==> src/rtl/booth_multiplier_if.sv <==
// Operand/result bundle for the sequential Booth multiplier.
// The master drives operands and observes the product; the slave is the multiplier.
interface booth_multiplier_if #(
  parameter int WORD_LENGTH = 16
);
  logic [WORD_LENGTH-1:0] Multiplicand;
  logic [WORD_LENGTH-1:0] Multiplier;
  logic [WORD_LENGTH-1:0] Result;
  logic                   Ready;
  logic                   Overflow;

  modport master (
    output Multiplicand,
    output Multiplier,
    input  Result,
    input  Ready,
    input  Overflow
  );

  modport slave (
    input  Multiplicand,
    input  Multiplier,
    output Result,
    output Ready,
    output Overflow
  );
endinterface

==> src/rtl/booth_multiplier.sv <==
// Free-running radix-2 Booth multiplier for signed WORD_LENGTH-bit operands.
// Each pass takes LOAD (1 cycle) + CALC (WORD_LENGTH cycles) + DONE (1 cycle);
// Result/Overflow are published in DONE and qualified by a one-cycle Ready pulse.
module booth_multiplier #(
  parameter int WORD_LENGTH = 16
) (
  input  logic                clk,
  input  logic                reset,
  booth_multiplier_if.slave   bus
);
  localparam int W  = WORD_LENGTH;
  localparam int CW = $clog2(W + 1);

  typedef enum logic [1:0] {
    LOAD = 2'd0,
    CALC = 2'd1,
    DONE = 2'd2
  } state_t;

  state_t          state_reg, state_next;
  // Accumulator is one bit wider than the operands so that subtracting the
  // most negative multiplicand cannot wrap.
  logic [W:0]      a_reg, a_next;
  logic [W:0]      m_reg, m_next;
  logic [W-1:0]    q_reg, q_next;
  logic            qm1_reg, qm1_next;
  logic [CW-1:0]   count_reg, count_next;
  logic [W-1:0]    result_reg, result_next;
  logic            overflow_reg, overflow_next;
  logic            ready_reg, ready_next;

  logic [W:0]      sum;
  logic [2*W-1:0]  prod;
  logic [W:0]      prod_hi;

  // State and datapath registers; reset clears everything and restarts at LOAD.
  always_ff @(posedge clk) begin
    if (reset) begin
      state_reg    <= LOAD;
      a_reg        <= '0;
      m_reg        <= '0;
      q_reg        <= '0;
      qm1_reg      <= 1'b0;
      count_reg    <= '0;
      result_reg   <= '0;
      overflow_reg <= 1'b0;
      ready_reg    <= 1'b0;
    end else begin
      state_reg    <= state_next;
      a_reg        <= a_next;
      m_reg        <= m_next;
      q_reg        <= q_next;
      qm1_reg      <= qm1_next;
      count_reg    <= count_next;
      result_reg   <= result_next;
      overflow_reg <= overflow_next;
      ready_reg    <= ready_next;
    end
  end

  // Next-state and datapath logic: operand capture, Booth add/sub + shift, publish.
  always_comb begin
    state_next    = state_reg;
    a_next        = a_reg;
    m_next        = m_reg;
    q_next        = q_reg;
    qm1_next      = qm1_reg;
    count_next    = count_reg;
    result_next   = result_reg;
    overflow_next = overflow_reg;
    ready_next    = 1'b0;
    sum           = a_reg;
    prod          = {a_reg[W-1:0], q_reg};
    prod_hi       = prod[2*W-1:W-1];

    unique case (state_reg)
      LOAD: begin
        a_next     = '0;
        m_next     = {bus.Multiplicand[W-1], bus.Multiplicand};
        q_next     = bus.Multiplier;
        qm1_next   = 1'b0;
        count_next = '0;
        state_next = CALC;
      end
      CALC: begin
        unique case ({q_reg[0], qm1_reg})
          2'b01:   sum = a_reg + m_reg;
          2'b10:   sum = a_reg - m_reg;
          default: sum = a_reg;
        endcase
        // Arithmetic right shift of {A, Q, Q_-1}.
        a_next     = {sum[W], sum[W:1]};
        q_next     = {sum[0], q_reg[W-1:1]};
        qm1_next   = q_reg[0];
        count_next = count_reg + CW'(1);
        if (count_reg == CW'(W - 1)) begin
          state_next = DONE;
        end
      end
      DONE: begin
        result_next   = q_reg;
        // Product fits in W signed bits only if its top W+1 bits are all equal.
        overflow_next = !((&prod_hi) || !(|prod_hi));
        ready_next    = 1'b1;
        state_next    = LOAD;
      end
      default: begin
        state_next = LOAD;
      end
    endcase
  end

  assign bus.Result   = result_reg;
  assign bus.Overflow = overflow_reg;
  assign bus.Ready    = ready_reg;
endmodule

==> src/flat_wrapper.sv <==
// flat-port wrapper written by rule: the top's interface ports become plain ports
module booth_multiplier_flat 
#(
  parameter int WORD_LENGTH = 16
)
  (clk, reset, bus_Multiplicand, bus_Multiplier, bus_Result, bus_Ready, bus_Overflow);
  booth_multiplier_if #(.WORD_LENGTH(WORD_LENGTH)) bus_i ();
  input  logic clk;
  input  logic reset;
  input wire logic [$bits(bus_i.Multiplicand)-1:0] bus_Multiplicand;
  input wire logic [$bits(bus_i.Multiplier)-1:0] bus_Multiplier;
  output wire logic [$bits(bus_i.Result)-1:0] bus_Result;
  output wire logic [$bits(bus_i.Ready)-1:0] bus_Ready;
  output wire logic [$bits(bus_i.Overflow)-1:0] bus_Overflow;
  assign bus_i.Multiplicand = bus_Multiplicand;
  assign bus_i.Multiplier = bus_Multiplier;
  assign bus_Result = bus_i.Result;
  assign bus_Ready = bus_i.Ready;
  assign bus_Overflow = bus_i.Overflow;
  booth_multiplier #(.WORD_LENGTH(WORD_LENGTH)) u_core (.clk(clk), .reset(reset), .bus(bus_i));
endmodule
==> config.mk <==
export PLATFORM = sky130hd
export DESIGN_NAME = booth_multiplier_flat
export DESIGN_NICKNAME = d
export VERILOG_FILES = /design/src/rtl/booth_multiplier_if.sv /design/src/rtl/booth_multiplier.sv /design/src/flat_wrapper.sv
export SDC_FILE = /design/constraint.sdc
export NUM_CORES = 1
export LEC_CHECK = 0
export CORE_MARGIN = 5
export CORE_UTILIZATION = 55
export CTS_BUF_LIST = sky130_fd_sc_hd__clkbuf_2 sky130_fd_sc_hd__clkbuf_4 sky130_fd_sc_hd__clkbuf_8
export CTS_CLUSTER_DIAMETER = 200
export DETAILED_ROUTE_END_ITERATION = 10
export PLACE_DENSITY_LB_ADDON = 0.12
export SYNTH_ARGS = -nofsm -noshare
export SYNTH_HDL_FRONTEND = slang
export SYNTH_SLANG_ARGS = --single-unit
==> constraint.sdc <==
create_clock -name clk -period 4.3 [get_ports clk]
set_input_delay 0.43 -clock clk [delete_from_list [all_inputs] [get_ports clk]]
set_output_delay 0.43 -clock clk [all_outputs]
set_load 0.02 [all_outputs]
# After elaboration in Yosys (flattened, before gate mapping)
# Cells that the tools add are included.
# word_totals
reg_bits	75
elab_cells	33
# op_classes
n_addsub	3
n_eq_ne	6
mux	8
n_reduce_logical	7
# ops
op	n
17-bit case mux with 2 select lines	2
16-bit case mux with 2 select lines	1
17-bit adder	1
17-bit AND reduction	1
17-bit OR reduction	1
17-bit subtractor	1
5-bit case mux with 2 select lines	1
5-bit by 1-bit adder with 5-bit output, second input constant	1
5-bit by 4-bit equality test with 1-bit output, second input constant	1
2-bit by 1-bit equality test with 1-bit output, second input constant	2
2-bit equality test, second input constant	2
2-bit case mux with 2 select lines	1
1-bit zero test	2
2-bit zero test	1
2-bit two-way mux	1
2-bit by 1-bit inequality test with 1-bit output, second input constant	1
1-bit case mux with 2 select lines	1
2-bit nonzero test	1
1-bit logical OR	1
1-bit two-way mux	1

# Depth between registers and ports, before layout
# Gate-level depths: netlist (run 1).
# logic_depth
word_depth	4
mapped_depth	14
depth_no_buf	13

# Worst setup path before layout (run 1)
# OpenSTA, ideal clock, no wires.
# synth_path
path_type	register to register
startpoint	register u_core.m_reg[2]
endpoint	register u_core.a_reg[15]
arrival_time_ns	2.998
path_slack_ns	1.210
path_stages_with_launch	13
period_less_slack_ns	3.090
path_cell_list	dfxtp_1 nor4_1 nor4b_1 a31oi_1 xnor2_1 ha_1 clkbuf_1 a21oi_1 o21ai_0 a31o_2 a31oi_1 xnor3_1 o32ai_1
# synth_via
elab_chain_cells	3
# synth_rtl
element	line	text
start: declaration	booth_multiplier.sv:24	logic [W:0] m_reg, m_next;
start signal: assignment	booth_multiplier.sv:51	m_reg <= m_next;
17-bit subtractor / 17-bit adder (equally long branches)	booth_multiplier.sv:88, booth_multiplier.sv:87	
17-bit case mux with 2 select lines (*)	booth_multiplier.sv:86	unique case ({q_reg[0], qm1_reg})
17-bit case mux with 2 select lines (*)	booth_multiplier.sv:76	unique case (state_reg)
end signal: assignment	booth_multiplier.sv:50	a_reg <= a_next;
end: declaration	booth_multiplier.sv:23	logic [W:0] a_reg, a_next;
# Mark *: on every way between the ends. The rest lies on a longest branch, timed or not.
# A chain may end at the register's enable or synchronous reset.

# Worst setup path in the final report (run 1)
# Ends and elaborated chain as after synthesis.

==> metrics.md, run 1 <==
| Metric | Value |
|---|---|
| Status | complete, no violations |
| DR WL/cell | between 10 and 15 µm |
| Final hold slack | 0.481 ns |
| Die Y | 96.8 µm |
| R2r worst-path depth | 11 |
| Hold path cells | 1 |
| Ant. Diodes | 0 |
| Final hold violations | 0 |
| Gr ovfl total | 0 |
| Synthesis-stage register bit count | 74 |
| Drt first pass iters | 5 |
| Postcts setup bufs | 0 |
| CP max FO | 8 |
| Initial antenna violation count | 0 |
| Hold EP | u_core.bus.Result[10] |
| Finished Layout Cells | 658 |
| Pin count of the biggest net entering global routing | slightly above 60 |
| Mapped Cells | 518 |
| Vias per inst | about 5.7 |
| Synth warn | 0 |
| I/O pin total | 52 |
| RR Startpoint | u_core.m_reg[2] |
| Fmax | 279 MHz |
| Starting Density | 0.568 |
| Fraction of registers with async set/reset | 0 |
| Post-Synthesis Net Count | between 500 and 600 |
| Hpwl dp | roughly 7 mm |
| Worst Hold Class | reg2reg |
| Placed cell count | 642 |
| Critical hold path startpoint | u_core.bus.Result[10] |
| Dominant synthesized flop cell | dfxtp_1 |
| Req. time, crit path | 4.56 ns |
| WS Path Type | reg2reg |
| Endpoints failing setup | 0 |
| Register area share after synthesis | 0.358 |
| Total power | ~1.8 mW |
| Post-synth top cells | dfxtp_1, a21oi_1, nor2_1, nand2_1, clkbuf_1 |
| Die area | 9360 µm² |
| Post-Syn Area per Cell | 7.99 µm² |
| Max VDD drop | 0.191 mV |
| Vias | 3744 |
| CP Capture Type | flip-flop |
| Nets | around 610 |
| CTS tree | yes |
| Critical path startpoint category | flip-flop |
| Area growth syn-to-layout | 19.3% |
| Final worst setup slack | 0.717 ns |
| Clock Tree Buf Depth | 2 |
| Die width | 96.8 µm |
| Dpl cell area | 4690 µm² |
| Cell area after synthesis | roughly 4100 µm² |
| Synth top area share | 0.358 |
| Post-synth EDFFs | 0 |
| Final WL | 9.81 mm |
| Detailed router's first-iteration violation count | 169 |
| Clk slew on worst S/H paths | 0.08 ns |
| Final min period | 3.58 ns |
| Global-route usage over all layers | 0.209 |
| Setup_tns | 0 ns |
| Standard-cell rows | 31 |
| Cts hold-fix bufs | 0 |
| Clock Latency Late Sink | 0.35 ns |
| Worst-Margin Slew | roughly 1.1 ns |
| Clock Skew | ~0.01 ns |
| Top-count cell post-synth | dfxtp_1 |
| Clk sinks | 74 |
| H-tree depth | 3 |
| Cell Pwr Density | 359 nW/µm² |
| Root Buffer | clkbuf_8 |
| PortBufs | 51 |
| Detail Route Antenna Nets | 0 |
| Max-Cap Viols | 0 |
| Flop-to-flop setup slack | 0.72 ns |
| Top cells by area, synth | dfxtp_1, a21oi_1, ha_1 |
| Vias in the first global route | 3558 |
| RePlAce Congestion | 0.874 |
| First-pass GRT wire length | 16.6 mm |
| CTS buffer count | 9 |
| DRC | 0 |
| Core Region | roughly 7300 µm² |
| Area leader, netlist | dfxtp_1 |
| Max-slew violations | 0 |
| Design Area, Final | 4940 µm² |
| Reg-to-reg endpoint | u_core.a_reg[15] |
| Final Util | 0.677 |
| P_leak | 1.95 nW |
| Part of the cycle the worst path needs | 0.833 |
| Slew headroom | 0.259 |
| Share of layout cells above drive strength 1 | 0.0590 |
| RSZ-0062 raised after global routing | no |
| Worst slack, placed | 0.789 ns |
| CP Data Arrival Time | 3.84 ns |
| Post-CTS sizing | 0 |
| Distinct cells, synth | 52 |
-- how the worst max path moves through the flow --
stage	startpoint	endpoint	slack, ns
3_3_place_gp	u_core.m_reg[2]	u_core.a_reg[15]	0.79
2_1_floorplan	u_core.m_reg[2]	u_core.a_reg[15]	1.21
5_1_grt	u_core.m_reg[2]	u_core.a_reg[15]	0.37
6_report	u_core.m_reg[2]	u_core.a_reg[15]	0.72
4_1_cts	u_core.m_reg[2]	u_core.a_reg[15]	0.71
3_5_place_dp	u_core.m_reg[2]	u_core.a_reg[15]	0.79
-- layout make-up --
type                       instances  area, µm²
sequential                        74       1480
tap                               99        124
clock buffer                      10        131
clock inverter                     6        115
multi-input combinational        399       2490
inverter                          14       52.6
timing repair buffer              56        543
fill                             644       2350
-- where the power goes --
group	total (mW)	internal (mW)	switching, mW
registers	0.739	0.710	0.0293
clock network	0.664	0.394	0.270
logic	0.368	0.171	0.197
-- cell families (layout without fill, tap and decap cells) --
logic type / count (synthesis) / after routing / synth area share
flops: 74 / 74 / 0.358
compound gates: 149 / 149 / 0.226
xor+xnor: 23 / 23 / 0.0520
simple gates: 186 / 186 / 0.209
fa+ha+maj: 21 / 21 / 0.0653
mux: 20 / 20 / 0.0490
buf+inv: 45 / 86 / 0.0408
-- cell usage in the layout, fill, tap and decap left out, types with 4 or more instances in the layout --
cell             instances
o31ai_1                  4
nand4_1                  4
nor3b_1                  8
nand2_1                 60
a22o_1                  16
nor2_1                  66
nor4_1                   8
dfxtp_1                 73
buf_4                    5
nor2b_1                  7
a21oi_1                 68
mux2i_1                 18
a21o_1                   6
clkbuf_8                 9
nor3_1                  11
inv_1                   14
a22oi_1                  7
clkdlybuf4s50_1         50
o21ai_0                 18
xnor2_1                 19
ha_1                    20
a31oi_1                  7
-- critical path, cell delays in order (launching register included) --
cell,delay (ns)
dfxtp_1,0.37
nor4_1,0.46
nor4b_1,0.62
a31oi_1,0.19
xnor2_1,0.16
ha_1,0.38
a21oi_1,0.20
o21ai_0,0.16
a31o_2,0.27
a31oi_1,0.22
xnor3_1,0.35
o32ai_1,0.12
-- per-layer routing --
layer / routed length, µm / up-vias / GRT usage
li1: - / 1922 / -
met1: 4340 / 1711 / 0.254
met2: 4760 / 95 / 0.362
met3: 544 / 16 / 0.0424
met4: 161 / 0 / 0.0810
met5: 0 / - / 0
Power figures use the tool's default switching activity.
==> run 2, diff against run 1 <==
clock period = 3.45 ns   (was 4.3 ns; I/O delays follow)
==> run 2 against run 1 <==
Against the previous run:
- combinational power up 32%
- register-to-register slack got worse by 0.50 ns
- flip-flop and latch count is the same
- die area did not move
- total power grew 19%
- cell area is 0.94% higher
- final cell count grew 1.7%
- maximum frequency up 11%
- critical path depth is the same
- via count is 0.88% higher
- utilization rose by 0.63 points
- critical path type unchanged
==> metrics.md, run 2 (same netlist as run 1, synthesis figures left out) <==
| Metric | Value |
|---|---|
| Gr ovfl total | 0 |
| Clock Tree Buf Depth | 2 |
| Final WL | 9.94 mm |
| WS Path Type | reg2reg |
| Vias | 3777 |
| Critical Path Stages | 11 |
| Area growth syn-to-layout | 20.4% |
| Die area | 9360 µm² |
| Ant. Diodes | 0 |
| Root Buffer | clkbuf_8 |
| Crit path max-delay family | simple AND/OR/NAND/NOR gates |
| Status | complete, no violations |
| Initial antenna violation count | 0 |
| CP Capture Type | flip-flop |
| Die Y | 96.8 µm |
| Crit path to | u_core.a_reg[15] |
| RSZ-0062 raised after global routing | no |
| Drt first pass iters | 4 |
| Final hold violations | 0 |
| Most frequent cells in the layout | dfxtp_1, a21oi_1, nor2_1, nand2_1, clkdlybuf4s50_1 |
| Cell Pwr Density | 423 nW/µm² |
| R2r worst-path depth | 11 |
| Max-slew violations | 0 |
| Part of the cycle the worst path needs | 0.937 |
| Worst-Margin Slew | around 1.2 ns |
| Vias in the first global route | 3598 |
| Clock Latency Late Sink | 0.35 ns |
| CTS buffer count | 9 |
| Starting Density | 0.568 |
| Detailed router's first-iteration violation count | ~230 |
| Critical Path, Cell by Cell | or4_4, or3_4, nor3_1, nor2_1, xnor2_1, ha_1, and3_1, a31o_2, a31oi_1, xnor3_1, o32ai_1 |
| Detail Route Antenna Nets | 0 |
| Fmax | 309 MHz |
| Worst Hold Class | reg2reg |
| Setup_tns | 0 ns |
| Crit path buf inv count | 0 |
| Die width | 96.8 µm |
| Global-route usage over all layers | 0.210 |
| Endpoints failing setup | 0 |
| Max-Cap Viols | 0 |
| P_leak | 1.99 nW |
| Crit-path max cell delay | 0.55 ns |
| Placed cell count | between 600 and 700 |
| PortBufs | about 50 |
| I/O pin total | 52 |
| CTS tree | yes |
| Critical path startpoint category | flip-flop |
| Nets | 620 |
| CP Data Arrival Time | 3.50 ns |
| DRC | 0 |
| Finished Layout Cells | 669 |
| Core Region | between 7000 and 8000 µm² |
| H-tree depth | 3 |
| Worst setup path start | u_core.m_reg[7] |
| Clk sinks | 74 |
| Pin count of the biggest net entering global routing | 61 |
| Clk slew on worst S/H paths | 0.08 ns |
| Max VDD drop | approximately 0.23 mV |
| Vias per inst | 5.65 |
| Req. time, crit path | 3.71 ns |
| CP max FO | 6 |
| Slowest CP cell | or4_4 |
| Share of layout cells above drive strength 1 | 0.0789 |
| Flop-to-flop setup slack | 0.22 ns |
| Hpwl dp | 7.23 mm |
| RePlAce Congestion | roughly 0.89 |
| Standard-cell rows | 31 |
| Slew headroom | 0.222 |
| Reg-to-reg endpoint | u_core.a_reg[15] |
| Commonest non-fill, non-tap cell in the layout | dfxtp_1 |
| DR WL/cell | 14.9 µm |
| Clock Skew | 0.0118 ns |
| RR Startpoint | u_core.m_reg[7] |
| Final min period | 3.23 ns |
| First-pass GRT wire length | between 15 and 20 mm |
[run 2: cell types whose count changed in the layout (fill, tap and decap cells not counted), sizes merged]
cell,previous run,this run
bufinv,3,1
buf,6,17
clkbuf,10,12
[run 2: report_power, final]
part | total [mW] | internal, mW | switching, mW
combinational | 0.485 | 0.233 | 0.251
clock | 0.701 | 0.370 | 0.330
sequential | 0.921 | 0.885 | 0.0363
[run 2: layout make-up]
class	instances	area [µm²]
flip-flops and latches	74	1480
well taps	99	124
multi-input cells	399	2490
repair buffers	67	626
fillers	638	2310
clock buffers	12	153
inverters	14	52.6
clock inverters	4	51.3
[run 2: how the worst min path moves through the flow]
stage | start | end | slack [ns] | cells after the start
4_1_cts | u_core.bus.Result[3] | u_core.bus.Result[3] | 0.49 | 1
5_1_grt | u_core.bus.Result[10] | u_core.bus.Result[10] | 0.51 | 1
6_report | u_core.bus.Result[10] | u_core.bus.Result[10] | 0.48 | 1
2_1_floorplan | u_core.qm1_reg | u_core.qm1_reg | 0.45 | 2
3_5_place_dp | u_core.bus.Result[0] | u_core.bus.Result[0] | 0.46 | 1
3_3_place_gp | u_core.bus.Result[10] | u_core.bus.Result[10] | 0.46 | 1
[run 2: stage by stage]
stage                      util  hold slack [ns]  area, µm²  total power, mW  setup slack [ns]
after floorplan               -            0.454       4140             1.28             0.360
after global placement    0.654            0.460       4770             1.40             0.342
after detailed placement  0.654            0.464       4770             1.42             0.242
after CTS                 0.682            0.487       4970             2.11             0.219
after global routing      0.683            0.505       4980             2.22            0.0213
final                     0.683            0.481       4980             2.11             0.217
[run 2: what timing repair did]
item | CTS | global route
setup buffers | 0 | 1
setup endpoints to repair | 0 | 2
gates resized for setup | 0 | 1
hold buffers | 0 | 0
[run 2: routing by layer]
layer  share of wire  vias to the layer above  GRT usage
met4           0.018                        0     0.0670
met3           0.043                       12     0.0540
li1                -                     1932          -
met5               0                        -          0
met1            0.45                     1741      0.246
met2            0.49                       92      0.372
[run 2: worst register-to-register path: stages (launching register included)]
cell and delay (ns):
dfxtp_1 0.36, or4_4 0.55, or3_4 0.36, nor3_1 0.20, nor2_1 0.09, xnor2_1 0.14, ha_1 0.36, and3_1 0.21
a31o_2 0.25, a31oi_1 0.18, xnor3_1 0.34, o32ai_1 0.12
